**config.mk**
```make
export PLATFORM = sky130hd
export DESIGN_NAME = mem_stage
export DESIGN_NICKNAME = d
export VERILOG_FILES = /design/src/rtl/mem_stage.sv
export SDC_FILE = /design/constraint.sdc
export NUM_CORES = 1
export LEC_CHECK = 0
export CAP_MARGIN = 10
export CORE_AREA = 2 2 160 162
export CTS_BUF_LIST = sky130_fd_sc_hd__clkbuf_16
export DETAILED_ROUTE_END_ITERATION = 12
export DIE_AREA = 0 0 162 164
export MAX_ROUTING_LAYER = met4
export RECOVER_POWER = 100
export SYNTH_ARGS = -nofsm -noshare
export SYNTH_HDL_FRONTEND = slang
export SYNTH_SLANG_ARGS = --single-unit
```
**constraint.sdc**
```tcl
create_clock -name i_clk -period 4.3 [get_ports i_clk]
set_clock_uncertainty 0.2 [all_clocks]
set_input_delay 0.43 -clock i_clk [delete_from_list [all_inputs] [get_ports i_clk]]
set_output_delay 0.43 -clock i_clk [all_outputs]
set_load 0.05 [all_outputs]
```
**src/rtl/mem_stage.sv**
```systemverilog
// RV32I MEM stage: data-memory handshake, load/store lane formatting, MEM/WB register.
// One cycle to MEM/WB when ready arrives with the request; o_data_busy stalls upstream while waiting.
module mem_stage #(
    parameter logic [31:0] RST_INST = 32'h00000033,
    parameter int unsigned MAX_WAIT = 16
) (
    input  logic        i_clk,
    input  logic        i_rst,
    input  logic        i_vld,
    input  logic        i_mem_read,
    input  logic        i_mem_write,
    input  logic [2:0]  i_opsel,
    input  logic [31:0] i_res_ff,
    input  logic [31:0] i_rs2_rdata,
    input  logic [4:0]  i_rd_waddr,
    input  logic        i_rd_wen,
    input  logic [31:0] i_inst,
    input  logic [31:0] i_pc,
    input  logic [31:0] i_nxt_pc,
    input  logic        i_break,
    output logic        o_dmem_req,
    output logic        o_dmem_wen,
    output logic [31:0] o_dmem_addr,
    output logic [31:0] o_dmem_wdata,
    output logic [3:0]  o_dmem_mask,
    input  logic        i_dmem_ready,
    input  logic [31:0] i_dmem_rdata,
    output logic        o_data_busy,
    output logic        o_vld,
    output logic [4:0]  o_rd_waddr,
    output logic        o_rd_wen,
    output logic [31:0] o_rd_wdata,
    output logic [31:0] o_inst,
    output logic [31:0] o_pc,
    output logic [31:0] o_nxt_pc,
    output logic        o_break,
    output logic        o_misaligned,
    output logic        o_bus_err
);
    localparam logic [0:0] S_IDLE = 1'b0;
    localparam logic [0:0] S_WAIT = 1'b1;
    localparam int CW = (MAX_WAIT > 2) ? $clog2(MAX_WAIT) : 1;
    localparam logic [CW-1:0] CNT_LAST = CW'((MAX_WAIT == 0) ? 0 : MAX_WAIT - 1);

    typedef struct packed {
        logic        vld;
        logic [4:0]  waddr;
        logic        wen;
        logic [31:0] wdata;
        logic [31:0] inst;
        logic [31:0] pc;
        logic [31:0] nxt_pc;
        logic        brk;
        logic        mis;
        logic        err;
    } wb_t;

    logic [0:0]    state_q, state_d;
    logic [CW-1:0] cnt_q, cnt_d;
    wb_t           wb_q, wb_d;

    logic        memop, misaligned, abort, busy;
    logic [1:0]  boff;
    logic [3:0]  st_mask;
    logic [31:0] lane, ld_data;

    assign boff  = i_res_ff[1:0];
    assign memop = i_vld & (i_mem_read | i_mem_write);

    always_comb begin
        misaligned = 1'b0;
        st_mask    = 4'b1111;
        o_dmem_wdata = i_rs2_rdata;
        case (i_opsel[1:0])
            2'b00: begin
                st_mask      = 4'b0001 << boff;
                o_dmem_wdata = {4{i_rs2_rdata[7:0]}};
            end
            2'b01: begin
                misaligned   = boff[0];
                st_mask      = 4'b0011 << boff;
                o_dmem_wdata = {2{i_rs2_rdata[15:0]}};
            end
            default: misaligned = |boff;
        endcase
    end

    // The WAIT state holds the request on its own: the upstream is frozen, so inputs are stable.
    assign o_dmem_req  = !i_rst & ((state_q == S_WAIT) | (memop & !misaligned));
    assign o_dmem_wen  = i_mem_write;
    assign o_dmem_addr = {i_res_ff[31:2], 2'b00};
    assign o_dmem_mask = o_dmem_req ? st_mask : 4'b0000;

    assign abort = (MAX_WAIT != 0) & (state_q == S_WAIT) & (cnt_q == CNT_LAST) & !i_dmem_ready;
    assign busy  = o_dmem_req & !i_dmem_ready & !abort;
    assign o_data_busy = busy;

    always_comb begin
        state_d = state_q;
        cnt_d   = cnt_q;
        if (state_q == S_IDLE) begin
            if (busy) begin
                state_d = S_WAIT;
                cnt_d   = '0;
            end
        end else if (!busy) begin
            state_d = S_IDLE;
            cnt_d   = '0;
        end else begin
            cnt_d = cnt_q + CW'(1);
        end
    end

    // Aligned accesses only reach WB, so the shifted word equals rdata for word loads.
    assign lane = i_dmem_rdata >> {boff, 3'b000};

    always_comb begin
        case (i_opsel)
            3'b000:  ld_data = {{24{lane[7]}}, lane[7:0]};
            3'b001:  ld_data = {{16{lane[15]}}, lane[15:0]};
            3'b100:  ld_data = {24'h000000, lane[7:0]};
            3'b101:  ld_data = {16'h0000, lane[15:0]};
            default: ld_data = lane;
        endcase
    end

    always_comb begin
        wb_d.vld    = i_vld;
        wb_d.waddr  = i_rd_waddr;
        wb_d.wen    = i_vld & i_rd_wen & !(memop & misaligned) & !abort;
        wb_d.wdata  = i_mem_read ? ld_data : i_res_ff;
        wb_d.inst   = i_inst;
        wb_d.pc     = i_pc;
        wb_d.nxt_pc = i_nxt_pc;
        wb_d.brk    = i_break;
        wb_d.mis    = memop & misaligned;
        wb_d.err    = abort;
    end

    always_ff @(posedge i_clk) begin
        if (i_rst) begin
            state_q     <= S_IDLE;
            cnt_q       <= '0;
            wb_q        <= '0;
            wb_q.inst   <= RST_INST;
        end else begin
            state_q <= state_d;
            cnt_q   <= cnt_d;
            if (!busy) begin
                wb_q <= wb_d;
            end
        end
    end

    assign o_vld        = wb_q.vld;
    assign o_rd_waddr   = wb_q.waddr;
    assign o_rd_wen     = wb_q.wen;
    assign o_rd_wdata   = wb_q.wdata;
    assign o_inst       = wb_q.inst;
    assign o_pc         = wb_q.pc;
    assign o_nxt_pc     = wb_q.nxt_pc;
    assign o_break      = wb_q.brk;
    assign o_misaligned = wb_q.mis;
    assign o_bus_err    = wb_q.err;
endmodule
```
==> impl_metrics.json, run 1 <==
{
  "seqPwrFrac": 0.351,
  "start_kind": "input pin",
  "grt_usage": 0.2201,
  "hold_class": "flop to flop",
  "post-route-drc-count": 0,
  "num_vias": 7617,
  "cts_tree": "done",
  "avgSynthCellArea_um2": 8.586,
  "antenna_found_initial": 2,
  "crit_required_ps": 4410,
  "first_iter_violations": 654,
  "wl_met1_um": 12530,
  "rsz0062_at_grt": "false",
  "yosysTopAreaCellShare": 0.3960,
  "hold_viol_final": 0,
  "async_reset_ff_frac": 0,
  "syn_area_um2": 7229,
  "wl_met3_um": 1848,
  "drt-vias-per-instance": 5.054,
  "whs_path_depth": 2,
  "power.internal_mw": 2.623,
  "switching_power_mw": 1.522,
  "post_drt_wl_per_cell_um": 19.54,
  "arrival_ps": 3780,
  "power_density_nw_per_um2": 354.9,
  "finalSetupViolations": 0,
  "endpoint_kind": "flop",
  "period_minus_slack_ps": 3664,
  "final_antenna_net_count": 0,
  "drv_cap": 1,
  "die-width_um": 162,
  "grt_max_degree": 117,
  "path_class": "input pin to flop",
  "failed_checks": "max-capacitance violations",
  "place_ws_ps": 900.5,
  "core_area_um2": 24820,
  "irDropWorstVdd_v": 0.0002093,
  "yosysTopAreaCell": "dfxtp_1",
  "rows": 58,
  "grt_pass1_wl_um": 44340,
  "status": "finished, violations left",
  "whs_ps": 257.6,
  "insertion_delay_ps": 410,
  "finalCritPeriodShare": 0.8521,
  "netSwitchingFraction": 0.3673,
  "r2r_cells": 5,
  "portBuffers": 414,
  "tns_ps": 0,
  "worst_slack_ps": 636.1,
  "fmax_mhz": 272.9,
  "totalWireLength_um": 29440,
  "htree_levels": 4,
  "tightest_slew_ps": 1481,
  "min_from": "o_inst[13]",
  "synth_area_leaders": "dfxtp_1 (40%), a21oi_1 (7.3%), nand3_1 (7.2%)",
  "drive_above_1_share": 0.07660,
  "post-cts-setup-buffers": 0,
  "top_layer": "met4",
  "clock-sinks": 143,
  "leakage_nw": 4.443,
  "clock-root-buffer": "clkbuf_16",
  "clockBufferDepth": 2,
  "initial_core_util": 0.2913,
  "dp.cells": 1473,
  "ys.flop_type": "dfxtp_1",
  "gr-total-overflow": 0,
  "die_height_um": 164,
  "synth_edf_count": 0,
  "die_area_um2": 26570,
  "syn_inst": 842,
  "hold_end": "o_inst[13]",
  "cts_buffers": 17,
  "rr_startpoint": "state_q",
  "clkPwrFrac": 0.344,
  "cp_max_fo": 16,
  "final_cells": 1507,
  "grt_pass1_vias": 7512,
  "ys_seq_area_frac": 0.3960,
  "yosys_warnings": 0,
  "ys_types": 59,
  "area_delta_synth_final_pct": 61.56,
  "globalplace.congestion": 0.8285,
  "final_util": 0.4706,
  "cts.repair.resized": 0,
  "fin_nets": 1371,
  "first_pass_iters": 7,
  "worstReg2RegEnd": "o_inst[5]",
  "hold_buffers": 0,
  "synth_seq_cells": 143,
  "rrSetupSlack_ps": 1660,
  "combPwrFrac": 0.305,
  "hpwlAfterDp_um": 20610,
  "maxSlewHeadroom": 0.008720,
  "clk_transition_reported_paths_ps": 70,
  "wl_met2_um": 14640,
  "ioPinCount": 417,
  "drv_slew": 0
}
-- worst max-delay path: stages --
cell	delay, ps
dlygate4sd3_1	850
mux2i_1	650
a2bb2oi_1	1230
o2111ai_1	290
a32o_1	320
-- kinds of logic (layout without fill, tap and decap cells) --
kind of cell,Yosys count,in the layout,share of synthesized area
buffers and inverters,135,467,0.1077
AND/OR/NAND/NOR,196,196,0.1372
other,1,4,0.0005187
adder cells (fa/ha/maj),1,1,0.001730
XOR/XNOR,2,2,0.002423
multiplexers,60,60,0.08809
AO/OA/AOI/OAI,304,304,0.2664
flip-flops,143,143,0.3960
-- per-stage QoR --
stage / total power, mW / area (µm²)
global route: 4.313 / 11680
global placement: 2.813 / 11220
detailed placement: 2.814 / 11220
CTS: 4.248 / 11780
finish: 4.145 / 11680
floorplan: 2.281 / 7233
-- cell type report --
| class | instances | area [µm²] |
|---|---|---|
| fillers | 2433 | 13140 |
| repair buffers | 429 | 4248 |
| multi-input cells | 565 | 3573 |
| flip-flops and latches | 143 | 2863 |
| clock buffers | 17 | 425.4 |
| well taps | 330 | 412.9 |
| clock inverters | 15 | 130.1 |
| inverters | 6 | 22.52 |
| diodes | 2 | 5.005 |
-- per-layer routing --
| layer | track usage | vias up |
|---|---|---|
| li1 | - | 3708 |
| met1 | 0.2732 | 3604 |
| met2 | 0.3631 | 277 |
| met3 | 0.04924 | 28 |
| met4 | 0.05752 | 0 |
| met5 | - | - |
-- Yosys cell counts, drive strengths merged, types with 3 or more instances --
library cell / instances
nor3: 19
or2: 10
a211oi: 9
o21a: 4
nor2: 20
o221ai: 3
clkbuf: 43
a21oi: 106
a41oi: 8
and3: 5
mux2i: 44
o211ai: 10
o2111ai: 8
nand3: 104
mux2: 16
o2bb2ai: 8
inv: 4
o21ai: 109
dfxtp: 143
a211o: 6
a311oi: 8
nand2: 28
buf: 86
a32o: 8
a22o: 8
-- power by group through the flow --
stage	sequential [mW]	combinational, mW	clock (mW)
6_report	1.45	1.27	1.43
5_1_grt	1.47	1.33	1.52
4_1_cts	1.46	1.33	1.46
3_5_place_dp	1.49	1.33	0
3_3_place_gp	1.49	1.33	0
2_1_floorplan	1.79	0.492	0
-- layout by cell type (no fill, tap or decap), types with 8 or more instances in the layout --
master,count
clkdlybuf4s50_1,203
dlygate4sd3_1,197
dfxtp_1,143
a21oi_1,106
nand3_1,104
o21ai_0,96
mux2i_1,43
nand2_1,28
nor2_1,20
nor3_1,19
clkbuf_16,17
mux2_2,14
buf_4,13
o21ai_1,12
o211ai_1,10
or2_2,9
clkbuf_1,9
a22o_1,8
o2111ai_1,8
a32o_1,8
o2bb2ai_1,8
a311oi_1,8
-- registers in the layout, summed over array words and instances (netlist names) --
register	flops
o_inst	32
o_rd_wen	1
cnt_q	4
o_misaligned	1
o_bus_err	1
o_break	1
o_nxt_pc	32
o_pc	32
o_rd_waddr	5
state_q	1
o_vld	1
o_rd_wdata	32
-- how the worst max path moves through the flow --
stage	start	to	slack, ps
after global routing	i_res_ff[1]	o_rd_wdata[19]	450
after floorplan	i_opsel[0]	o_dmem_mask[2]	1140
final	i_res_ff[1]	o_rd_wdata[19]	640
after detailed placement	i_opsel[1]	o_dmem_wdata[19]	900
after global placement	i_opsel[1]	o_dmem_wdata[19]	930
after CTS	i_opsel[1]	o_dmem_wdata[19]	890
(Power assumes the default switching activity.)
==> run 2: changes to the inputs <==
REMOVE_ABC_BUFFERS = 1   (was default)
==> run 2 against run 1 <==
  * The run ends with max-capacitance violations, max-slew violations left
  * Largest cell class unchanged
  * Critical path type is now input pin to output port
  * Via count is essentially flat
  * Die area unchanged
  * Final cell count about the same
  * Register-to-register slack worse by 510 ps
==> impl_metrics.json, run 2 (synthesis gave the netlist of run 1 again) <==
{
  "status": "finished, violations left",
  "failed_checks": "max-capacitance violations, max-slew violations",
  "grt_pass1_vias": 7268,
  "rrSetupSlack_ps": 1150,
  "tightest_slew_ps": 1922,
  "whs_ps": 252.4,
  "r2r_cells": 5,
  "finalCritPeriodShare": 0.7705,
  "rows": 58,
  "die_area_um2": 26570,
  "use_met1": 0.2475,
  "hold_viol_final": 0,
  "num_vias": 7620,
  "insertion_delay_ps": 410,
  "whs_path_depth": 2,
  "core_area_um2": 24820,
  "totalWireLength_um": 27800,
  "power.internal_mw": 2.735,
  "final_antenna_net_count": 0,
  "portBuffers": 414,
  "irDropWorstVdd_v": 0.0002154,
  "leakage_nw": 4.476,
  "area_delta_synth_final_pct": 62.72,
  "switching_power_mw": 1.479,
  "grtUsageMet2": 0.3530,
  "cp_max_fo": 14,
  "path_class": "input pin to output port",
  "arrival_ps": 2680,
  "final_util": 0.4740,
  "drv_cap": 1,
  "cts_tree": "done",
  "layout_common_cells": "clkdlybuf4s50_1 (204), dlygate4sd3_1 (196), dfxtp_1 (143)",
  "die_height_um": 164,
  "finalSetupViolations": 0,
  "combPwrFrac": 0.299,
  "antenna_found_initial": 1,
  "start_kind": "input pin",
  "period_minus_slack_ps": 3313,
  "grtUsageMet3": 0.05051,
  "drt-vias-per-instance": 5.060,
  "clockBufferDepth": 2,
  "die-width_um": 162,
  "post-route-drc-count": 0,
  "grt_max_degree": 118,
  "fmax_mhz": 301.8,
  "seqPwrFrac": 0.345,
  "rsz0062_at_grt": "false",
  "ioPinCount": 417,
  "fin_nets": 1371,
  "power_mw": 4.214,
  "busiest_layer": "met2",
  "htree_levels": 4,
  "multiInputGateArea_um2": 3590,
  "hpwlAfterDp_um": 19520,
  "first_pass_iters": 5,
  "gr-total-overflow": 0,
  "initial_core_util": 0.2913,
  "hold_class": "input pin to flop",
  "netSwitchingFraction": 0.3510,
  "grt_pass1_wl_um": 42240,
  "post-cts-setup-buffers": 0,
  "power_density_nw_per_um2": 358.2,
  "cts_buffers": 17,
  "hold_end": "o_bus_err",
  "final_common_cell": "clkdlybuf4s50_1",
  "clock-sinks": 143,
  "clk_transition_reported_paths_ps": 60,
  "crit_required_ps": 3670,
  "clkPwrFrac": 0.356,
  "endpoint_kind": "output port",
  "maxSlewHeadroom": -0.2813,
  "drive_above_1_share": 0.07489,
  "rr_startpoint": "cnt_q[0]",
  "drv_slew": 118,
  "clock-root-buffer": "clkbuf_16",
  "hold_buffers": 0,
  "grt_usage": 0.2064,
  "fill_cells": 2511,
  "cts.repair.resized": 0,
  "first_iter_violations": 679,
  "post_drt_wl_per_cell_um": 18.46,
  "seq_area_um2": 2863,
  "min_from": "i_rst",
  "worstReg2RegEnd": "o_inst[8]",
  "globalplace.congestion": 0.8468
}
run 2: per-layer routing:
metal,vias up,routed length [µm]
met5,-,0
met4,0,310
met3,22,1974
met2,300,13950
met1,3601,11560
li1,3697,-
run 2: worst max path at each step:
stage                     depth (start not counted)  slack, ps          endpoint        from
after global placement                            4       1150  o_dmem_wdata[15]  i_opsel[1]
after CTS                                         4       1130  o_dmem_wdata[10]  i_opsel[1]
after global routing                              5        750           o_pc[9]    cnt_q[0]
final                                             6        990    o_dmem_mask[0]  i_opsel[1]
after floorplan                                   4      -2670       o_data_busy  i_opsel[1]
after detailed placement                          4       1130  o_dmem_wdata[10]  i_opsel[1]
run 2: area by class of cell:
class | count | share of cell area
antenna | 1 | 0.0002127
clock buffer | 17 | 0.03616
clock inverter | 15 | 0.01351
inverter | 6 | 0.001914
multi-input combinational | 565 | 0.3051
sequential | 143 | 0.2434
tap | 330 | 0.03510
timing repair buffer | 429 | 0.3646
run 2: per-stage QoR:
| step | cell area [µm²] | cells | TNS [ps] | worst slack [ps] |
|---|---|---|---|---|
| after floorplan | 6477 | 714 | -129900 | -2669 |
| after global placement | 11270 | 1473 | 0 | 1154 |
| after detailed placement | 11270 | 1473 | 0 | 1132 |
| after CTS | 11860 | 1505 | 0 | 1129 |
| after global routing | 11760 | 1506 | 0 | 750.8 |
| final | 11760 | 1506 | 0 | 987.0 |
run 2: power by group through the flow:
stage / clock network [mW] / logic, mW / registers [mW]
after global placement: 0 / 1.32 / 1.49
after CTS: 1.54 / 1.33 / 1.46
after global routing: 1.60 / 1.33 / 1.47
after floorplan: 0 / 0.324 / 1.79
final: 1.50 / 1.26 / 1.46
after detailed placement: 0 / 1.32 / 1.49
run 2: worst max-delay path: stages:
cell           delay, ps
dlygate4sd3_1        730
and2_0               310
o31a_2               420
nor2_4               120
o21a_1               160
clkbuf_1             490
==> run 3: changes to the inputs <==
CORE_AREA = 2 2 161 163   (was 2 2 160 162)
DIE_AREA = 0 0 163 165   (was 0 0 162 164)
clock period = 3.34 ns   (was 4.3 ns; I/O delays follow)
==> run 3 against run 2 <==
  * Via count is essentially flat
  * Count of clock-buffer cells in the layout is the same
  * Hold slack lost 110 ps
  * Sequential share of layout area grew 0.16 points
  * The run now ends clean
  * Largest cell class unchanged
  * Sequential power grew 28%
  * Global-route usage grew 0.12 points
  * Total power grew 26%
  * Die area grew 1.2%
  * Flip-flop and latch count is the same
==> impl_metrics.json, run 3 (synthesis gave the netlist of run 1 again) <==
{
  "die_area_um2": 26900,
  "insertion_delay_ps": 410,
  "irDropWorstVdd_v": 0.0002608,
  "cts_buffers": 17,
  "clockBufferDepth": 2,
  "cts.repair.resized": 0,
  "grt_pass1_vias": 7542,
  "combPwrFrac": 0.306,
  "grt_max_degree": 111,
  "initial_core_util": 0.2888,
  "power.internal_mw": 3.379,
  "grt_pass1_wl_um": 42590,
  "tns_ps": 0,
  "whs_path_depth": 2,
  "switching_power_mw": 1.925,
  "core_area_um2": 25040,
  "status": "finished, final reports clean",
  "rows": 58,
  "first_iter_violations": 582,
  "crit_required_ps": 3450,
  "r2r_cells": 6,
  "hpwlAfterDp_um": 20370,
  "fin_nets": 1374,
  "hold_viol_final": 0,
  "post-cts-setup-buffers": 0,
  "layout_common_cells": "clkdlybuf4s50_1 (203), dlygate4sd3_1 (179), dfxtp_1 (143)",
  "post_drt_wl_per_cell_um": 18.85,
  "clock-root-buffer": "clkbuf_16",
  "tightest_slew_ps": 1378,
  "power_density_nw_per_um2": 453.8,
  "finalCritPeriodShare": 0.9098,
  "cp_max_fo": 16,
  "seqPwrFrac": 0.353,
  "finalSetupViolations": 0,
  "worst_slack_ps": 301.2,
  "final_common_cell": "clkdlybuf4s50_1",
  "drt-vias-per-instance": 5.046,
  "final_area_um2": 11690,
  "start_kind": "input pin",
  "drive_above_1_share": 0.08234,
  "grt_usage": 0.2076,
  "die_height_um": 165,
  "num_vias": 7615,
  "portBuffers": 414,
  "netSwitchingFraction": 0.3630,
  "leakage_nw": 4.458,
  "cts_tree": "done",
  "crit_start": "i_res_ff[1]",
  "path_class": "input pin to flop",
  "period_minus_slack_ps": 3039,
  "drv_slew": 0,
  "area_delta_synth_final_pct": 61.68,
  "first_pass_iters": 4,
  "hold_class": "input pin to flop",
  "rr_startpoint": "cnt_q[0]",
  "gr-total-overflow": 0,
  "place_ws_ps": 384.2,
  "min_from": "i_rst",
  "endpoint_kind": "flop",
  "globalplace.congestion": 0.8316,
  "clkPwrFrac": 0.340,
  "drv_cap": 0,
  "antenna_found_initial": 1,
  "die-width_um": 163,
  "worstReg2RegEnd": "o_inst[5]",
  "hold_end": "cnt_q[2]",
  "clk_transition_reported_paths_ps": 70,
  "htree_levels": 4,
  "final_antenna_net_count": 0,
  "arrival_ps": 3150,
  "fmax_mhz": 329.1,
  "clock-sinks": 143,
  "place_area_um2": 11310,
  "maxSlewHeadroom": 0.08132,
  "rsz0062_at_grt": "false",
  "ioPinCount": 417,
  "post-route-drc-count": 0,
  "hold_buffers": 0,
  "rrSetupSlack_ps": 430,
  "totalWireLength_um": 28440
}
## run 3: cell count changes in the layout (fill, tap and decap cells not counted), moves of 2 or more
| cell | before | now |
|---|---|---|
| dlygate4sd3_1 | 196 | 179 |
| clkbuf_1 | 8 | 17 |
| buf_12 | 8 | 12 |
| inv_8 | 0 | 3 |
| clkbuf_2 | 0 | 5 |
| buf_4 | 11 | 14 |
| bufinv_16 | 2 | 0 |
## run 3: layout make-up
type	instances	area, µm²
Fill cell	2482	13350
Timing Repair Buffer	432	4270
Multi-Input combinational cell	565	3567
Sequential cell	143	2863
Clock buffer	17	425.4
Tap cell	330	412.9
Clock inverter	15	125.1
Inverter	6	22.52
Antenna cell	1	2.502
## run 3: stage by stage
stage / hold WS (ps) / power [mW] / utilization / cells
2_1_floorplan: 203.1 / 2.721 / - / 714
3_3_place_gp: 248.1 / 3.628 / 0.4519 / 1476
3_5_place_dp: 253.1 / 3.633 / 0.4519 / 1476
4_1_cts: 142.4 / 5.480 / 0.4739 / 1508
5_1_grt: 148.3 / 5.525 / 0.4669 / 1509
6_report: 146.8 / 5.304 / 0.4669 / 1509
## run 3: worst max-delay path by stage
stage	end	slack (ps)	depth (start not counted)
after floorplan	o_data_busy	-3440	4
after global placement	o_rd_wdata[18]	460	6
after detailed placement	o_rd_wdata[18]	380	6
after CTS	o_dmem_mask[2]	410	5
after global routing	o_rd_wdata[18]	150	6
final	o_rd_wdata[18]	300	6
## run 3: layer usage
layer	GRT usage	wire, µm	up-vias
met3	0.05424	2049	30
li1	-	-	3706
met2	0.3507	13850	315
met5	-	0	-
met4	0.06597	631	0
met1	0.2416	11910	3564
## run 3: worst max-delay path, cell delays in order
cell	delay (ps)
clkdlybuf4s50_1	520
clkbuf_2	430
mux2i_1	650
a2bb2oi_2	690
o2111ai_1	220
a32o_1	290
## run 3: power groups by stage
stage	Combinational [mW]	Sequential (mW)	Clock, mW
2_1_floorplan	0.417	2.30	0
3_3_place_gp	1.71	1.92	0
3_5_place_dp	1.71	1.92	0
4_1_cts	1.72	1.88	1.88
5_1_grt	1.71	1.89	1.93
6_report	1.62	1.87	1.81
==> RTL change 1 (config.mk and constraints of run 3) <==
Put a register stage on the output `o_bus_err`, cleared by the reset. The value now appears one clock later. The other outputs are not delayed to match.
--- a/src/rtl/mem_stage.sv
+++ b/src/rtl/mem_stage.sv
@@ -161,5 +161,11 @@
     assign o_nxt_pc     = wb_q.nxt_pc;
     assign o_break      = wb_q.brk;
     assign o_misaligned = wb_q.mis;
-    assign o_bus_err    = wb_q.err;
+    always_ff @(posedge i_clk) begin
+        if (i_rst) begin
+            o_bus_err <= '0;
+        end else begin
+            o_bus_err <= wb_q.err;
+        end
+    end
 endmodule
Formal check against the unedited RTL: same outputs for any inputs over 4 cycles, from zero or initial values and one cycle with i_rst high; that may be too few to reach the edited logic, so the function may still have changed.
==> RTL change 1 against run 3 <==
- fmax is 2.9% higher
- sequential cell count is 1 higher
- critical path type is now input pin to output pin
- wire length is 0.68% higher
- hold slack better by 0.11 ns
- total power is 0.98% higher
- design area is 1.4% higher
- register-to-register slack better by 0.36 ns
- die area stayed put
- count of clock-buffer cells in the layout stayed put
- worst setup slack better by 0.086 ns
- synthesized area is 14% higher
==> RTL change 1: results (changes against run 3) <==
stage,metric,value,unit,change
routing,drtIter0Drc,503,,-14%
logic_synthesis,synth_seq_area_share,0.349,,-0.0469
routing,drt_first_pass_iters,4,,unchanged
global_route,met1_usage,0.242,,about the same
setup_path,cp_max_fo,18,,+2
timing,holdWs,0.258,ns,+0.111 ns
global_route,grt_pass1_vias,7552,,+0.13%
logic_synthesis,ys_top_cells_by_area,"dfxtp_1, buf_4, a21oi_1, nand3_1, o21ai_0",,
logic_synthesis,syn_area_per_cell,8.44,sq um,-1.7%
setup_path,path_delay_family,buffers and inverters,,
power_and_ir_drop,p_sw_frac,0.362,,-0.000573
setup_path,arrival,2.42,ns,-0.73 ns
placement,pre_cts_slack,0.579,ns,+0.195 ns
min_path,hold_path_class,flip-flop to flip-flop,,
global_route,grt_util_met3,0.0510,,-0.00326
routing,wl_met2,14100,um,+1.9%
routing,post_drt_wl_per_cell,18.9,um,+0.41%
cells_and_area,num_antenna_cells,0,,-1
cells_and_area,instances_no_fill,1513,,+0.27%
placement,place.gp.congestion,0.831,,about the same
logic_synthesis,synthTopCellsByCount,"buf_4, dfxtp_1, a21oi_1, nand3_1, o21ai_0",,
setup_path,crit_path_top_delay_cell,dlygate4sd3_1,,
cells_and_area,finish.net_count,1379,,+0.36%
logic_synthesis,synth_warnings,0,,unchanged
timing,period_needed,2.95,ns,-0.0861 ns
power_and_ir_drop,vdd_drop_max,236,uV,-9.3%
global_route,met2_usage,0.354,,+0.00347
global_route,antenna_found_initial,0,,-1
routing,wl_met3,1890,um,-8.0%
placement,dp_hpwl,20700,um,+1.7%
global_route,grt_pass1_wl,42900,um,+0.81%
routing,wl_met1,11800,um,-1.1%
run_status,status,finished clean,,
timing,slew_headroom,0.226,,+0.144
setup_path,regToRegSetupSlack,0.79,ns,+0.36 ns
global_route,track_usage,0.210,,+0.00201
placement,dpl_cell_area,0.0114,sq mm,+0.65%
power_and_ir_drop,p_leak,0.00456,uW,+2.2%
cells_and_area,drive_above_1_share,0.0955,,+0.0132
routing,num_vias,7658,,+0.56%
global_route,grt_start_max_net_pins,111,,unchanged
## RTL change 1: cell count changes after synthesis
| cell | delta |
|---|---|
| nor2b_1 | +1 |
| dfxtp_1 | +1 |
| clkbuf_1 | +4 |
| buf_4 | +135 |
| buf_1 | -4 |
| buf_6 | -1 |
## RTL change 1: power groups by stage
stage | Sequential [uW] | Clock (uW) | Combinational (uW)
after floorplan | 2320 | 0 | 417
after CTS | 1900 | 1870 | 1720
after global routing | 1900 | 1940 | 1730
after detailed placement | 1940 | 0 | 1720
after global placement | 1930 | 0 | 1720
final | 1890 | 1820 | 1650
## RTL change 1: area by class of cell
class / count / area (sq um)
clock buffer: 17 / 425
clock inverter: 15 / 128
fill: 2425 / 13200
inverter: 6 / 22.5
multi-input combinational: 566 / 3580
sequential: 144 / 2880
tap: 330 / 413
timing repair buffer: 435 / 4400
## RTL change 1: final timing paths
check             startpoint                to  cells past startpoint
setup reg to reg    cnt_q[0]     o_rd_wdata[0]                      6
hold / removal    o_inst[27]        o_inst[27]                      2
setup / recovery  i_opsel[1]  o_dmem_wdata[20]                      5
hold reg to reg   o_inst[27]        o_inst[27]                      2
## RTL change 1: kinds of logic after synthesis
| family | share of synthesized area |
|---|---|
| DFF | 0.349 |
| buffers and inverters | 0.216 |
| muxes | 0.0771 |
| other | 0.000454 |
| and+or+nand+nor | 0.121 |
| xor gates and xnor gates | 0.00212 |
| AOI/OAI and AO/OA | 0.233 |
| adders and majority gates | 0.00151 |
## RTL change 1: tightest hold or removal path: cells and delay by family, from the launching register on
| family | cells | cell delay [ns] |
|---|---|---|
| AO/OA/AOI/OAI | 1 | 0.05 |
| AND/OR/NAND/NOR | 1 | 0.06 |
| flip-flops | 1 | 0.30 |
==> RTL change 2 (flow settings as in run 3) <==
Without the edit above. `MAX_WAIT`: 16 -> 32.
--- a/src/rtl/mem_stage.sv
+++ b/src/rtl/mem_stage.sv
@@ -2,7 +2,7 @@
 // One cycle to MEM/WB when ready arrives with the request; o_data_busy stalls upstream while waiting.
 module mem_stage #(
     parameter logic [31:0] RST_INST = 32'h00000033,
-    parameter int unsigned MAX_WAIT = 16
+    parameter int unsigned MAX_WAIT = 32
 ) (
     input  logic        i_clk,
     input  logic        i_rst,
Formal check against the unedited RTL: no difference found for any inputs over 4 cycles, from zero or initial values and one cycle with i_rst high; that may be too few to reach the edited logic, so the function may still have changed.
==> RTL change 2 against run 3 <==
- wire length fell by 1.9%
- synthesized area fell by 7.0%
- design area fell by 4.5%
- sequential cell count rose by 1
- worst setup slack got worse by 0.11 ns
- register-to-register slack got worse by 0.14 ns
- die area did not move
- first-iteration DRC count fell by 13%
- synthesized cell count fell by 0.83%
- utilization fell by 2.1 points
- total power fell by 1.4%
==> RTL change 2: results (changes against run 3) <==
stage,metric,value,unit,change
run_status,status,finished clean,,
logic_synthesis,synthTopCellsByCount,"nand2_1, dfxtp_1, a21oi_1, buf_4, nor2_1",,
power_and_ir_drop,p_leak,0.00468,uW,+4.9%
routing,via_per_inst,4.59,,-9.0%
logic_synthesis,synthFlopType,dfxtp_1,,
logic_synthesis,synthArstFlopShare,0,,unchanged
timing,slew_headroom,0.244,,+0.163
placement,placement.io_buffers,414,,unchanged
logic_synthesis,synth_warnings,0,,unchanged
setup_path,cp_max_fo,11,,-5
global_route,antenna_found_initial,0,,-1
min_path,hold_path_class,input pin to flip-flop,,
cts,postCtsSetupBuffers,0,,unchanged
cells_and_area,finish.net_count,1392,,+1.3%
global_route,grt_pass1_vias,6652,,-12%
placement,dp_hpwl,20500,um,+0.60%
routing,post_drt_wl_per_cell,18.3,um,-2.9%
cells_and_area,num_antenna_cells,0,,-1
logic_synthesis,ys_types,45,,-24%
global_route,grt_start_max_net_pins,137,,+23%
cts,clock_path_buffers,2,,unchanged
global_route,track_usage,0.203,,-0.00458
logic_synthesis,ys_top_cells_by_area,"dfxtp_1, nand2_1, a21oi_1, buf_4, mux2i_1",,
cells_and_area,num-fill-cells,2535,,+2.1%
routing,drt_first_pass_iters,5,,+1
cts,cts-root-buf,clkbuf_16,,
timing,setup_violations,0,,unchanged
cells_and_area,drive_above_1_share,0.0803,,-0.00201
logic_synthesis,synth_seq_area_share,0.429,,+0.0330
placement,place.gp.congestion,0.821,,-1.2%
power_and_ir_drop,vdd_drop_max,264,uV,+1.2%
global_route,grt_pass1_wl,39800,um,-6.6%
routing,drtIter0Drc,507,,-13%
cts,cts_buffers,17,,unchanged
cts,ctsResizeCount,0,,unchanged
## RTL change 2: cell families after synthesis
| logic type | count (synthesis) | share of synthesized area |
|---|---|---|
| fa+ha+maj | 2 | 0.00372 |
| other cells | 1 | 0.000558 |
| buf+inv | 114 | 0.104 |
| simple gates | 305 | 0.183 |
| xor+xnor | 1 | 0.00130 |
| compound gates | 219 | 0.201 |
| flops | 144 | 0.429 |
| mux | 49 | 0.0782 |
## RTL change 2: final timing paths
kind                                startpoint        endpoint  slack (ns)  cells past startpoint
worst max-delay path                i_opsel[1]  o_dmem_mask[2]        0.19                      8
worst min-delay path                     i_rst         o_break        0.03                      2
worst max register to register        cnt_q[0]    o_nxt_pc[15]        0.29                      9
worst min register to register  o_rd_wdata[21]  o_rd_wdata[21]        0.25                      2
## RTL change 2: metal layers
| layer | up-vias | track usage | wire length [um] |
|---|---|---|---|
| met5 | - | - | 0 |
| met4 | 0 | 0.0543 | 439 |
| met3 | 26 | 0.0364 | 1480 |
| met2 | 263 | 0.343 | 13800 |
| met1 | 3225 | 0.251 | 12200 |
| li1 | 3486 | - | - |
## RTL change 2: power breakdown
group          switching (uW)  internal [uW]  total, uW  leakage [uW]
logic                     980            548       1530       0.00322
registers                52.3           1830       1880       0.00120
clock network             843            973       1820      0.000265
total                    1880           3350       5230       0.00468
## RTL change 2: cell type report
class,count,share of cell area
clock buffers,17,0.0381
flip-flops and latches,144,0.258
multi-input cells,578,0.280
clock inverters,15,0.0111
well taps,330,0.0370
repair buffers,433,0.373
inverters,8,0.00291
## RTL change 2: critical path, cell delays in order
cell	delay [ns]
dlygate4sd3_1	0.59
nor2_1	0.22
buf_4	0.26
o21ai_0	0.12
a21oi_1	0.16
clkbuf_1	0.30
nor2b_1	0.18
dlymetal6s2s_1	0.44
## RTL change 2: per-stage QoR
step	util	setup slack, ns	hold WS (ns)	cells	cell area, sq um
after floorplan	-	-2.71	0.203	730	6060
after global placement	0.431	0.577	0.235	1493	10800
after detailed placement	0.431	0.553	0.241	1493	10800
after CTS	0.453	0.213	0.0144	1525	11300
after global routing	0.446	0.0666	0.0235	1525	11200
final	0.446	0.195	0.0294	1525	11200
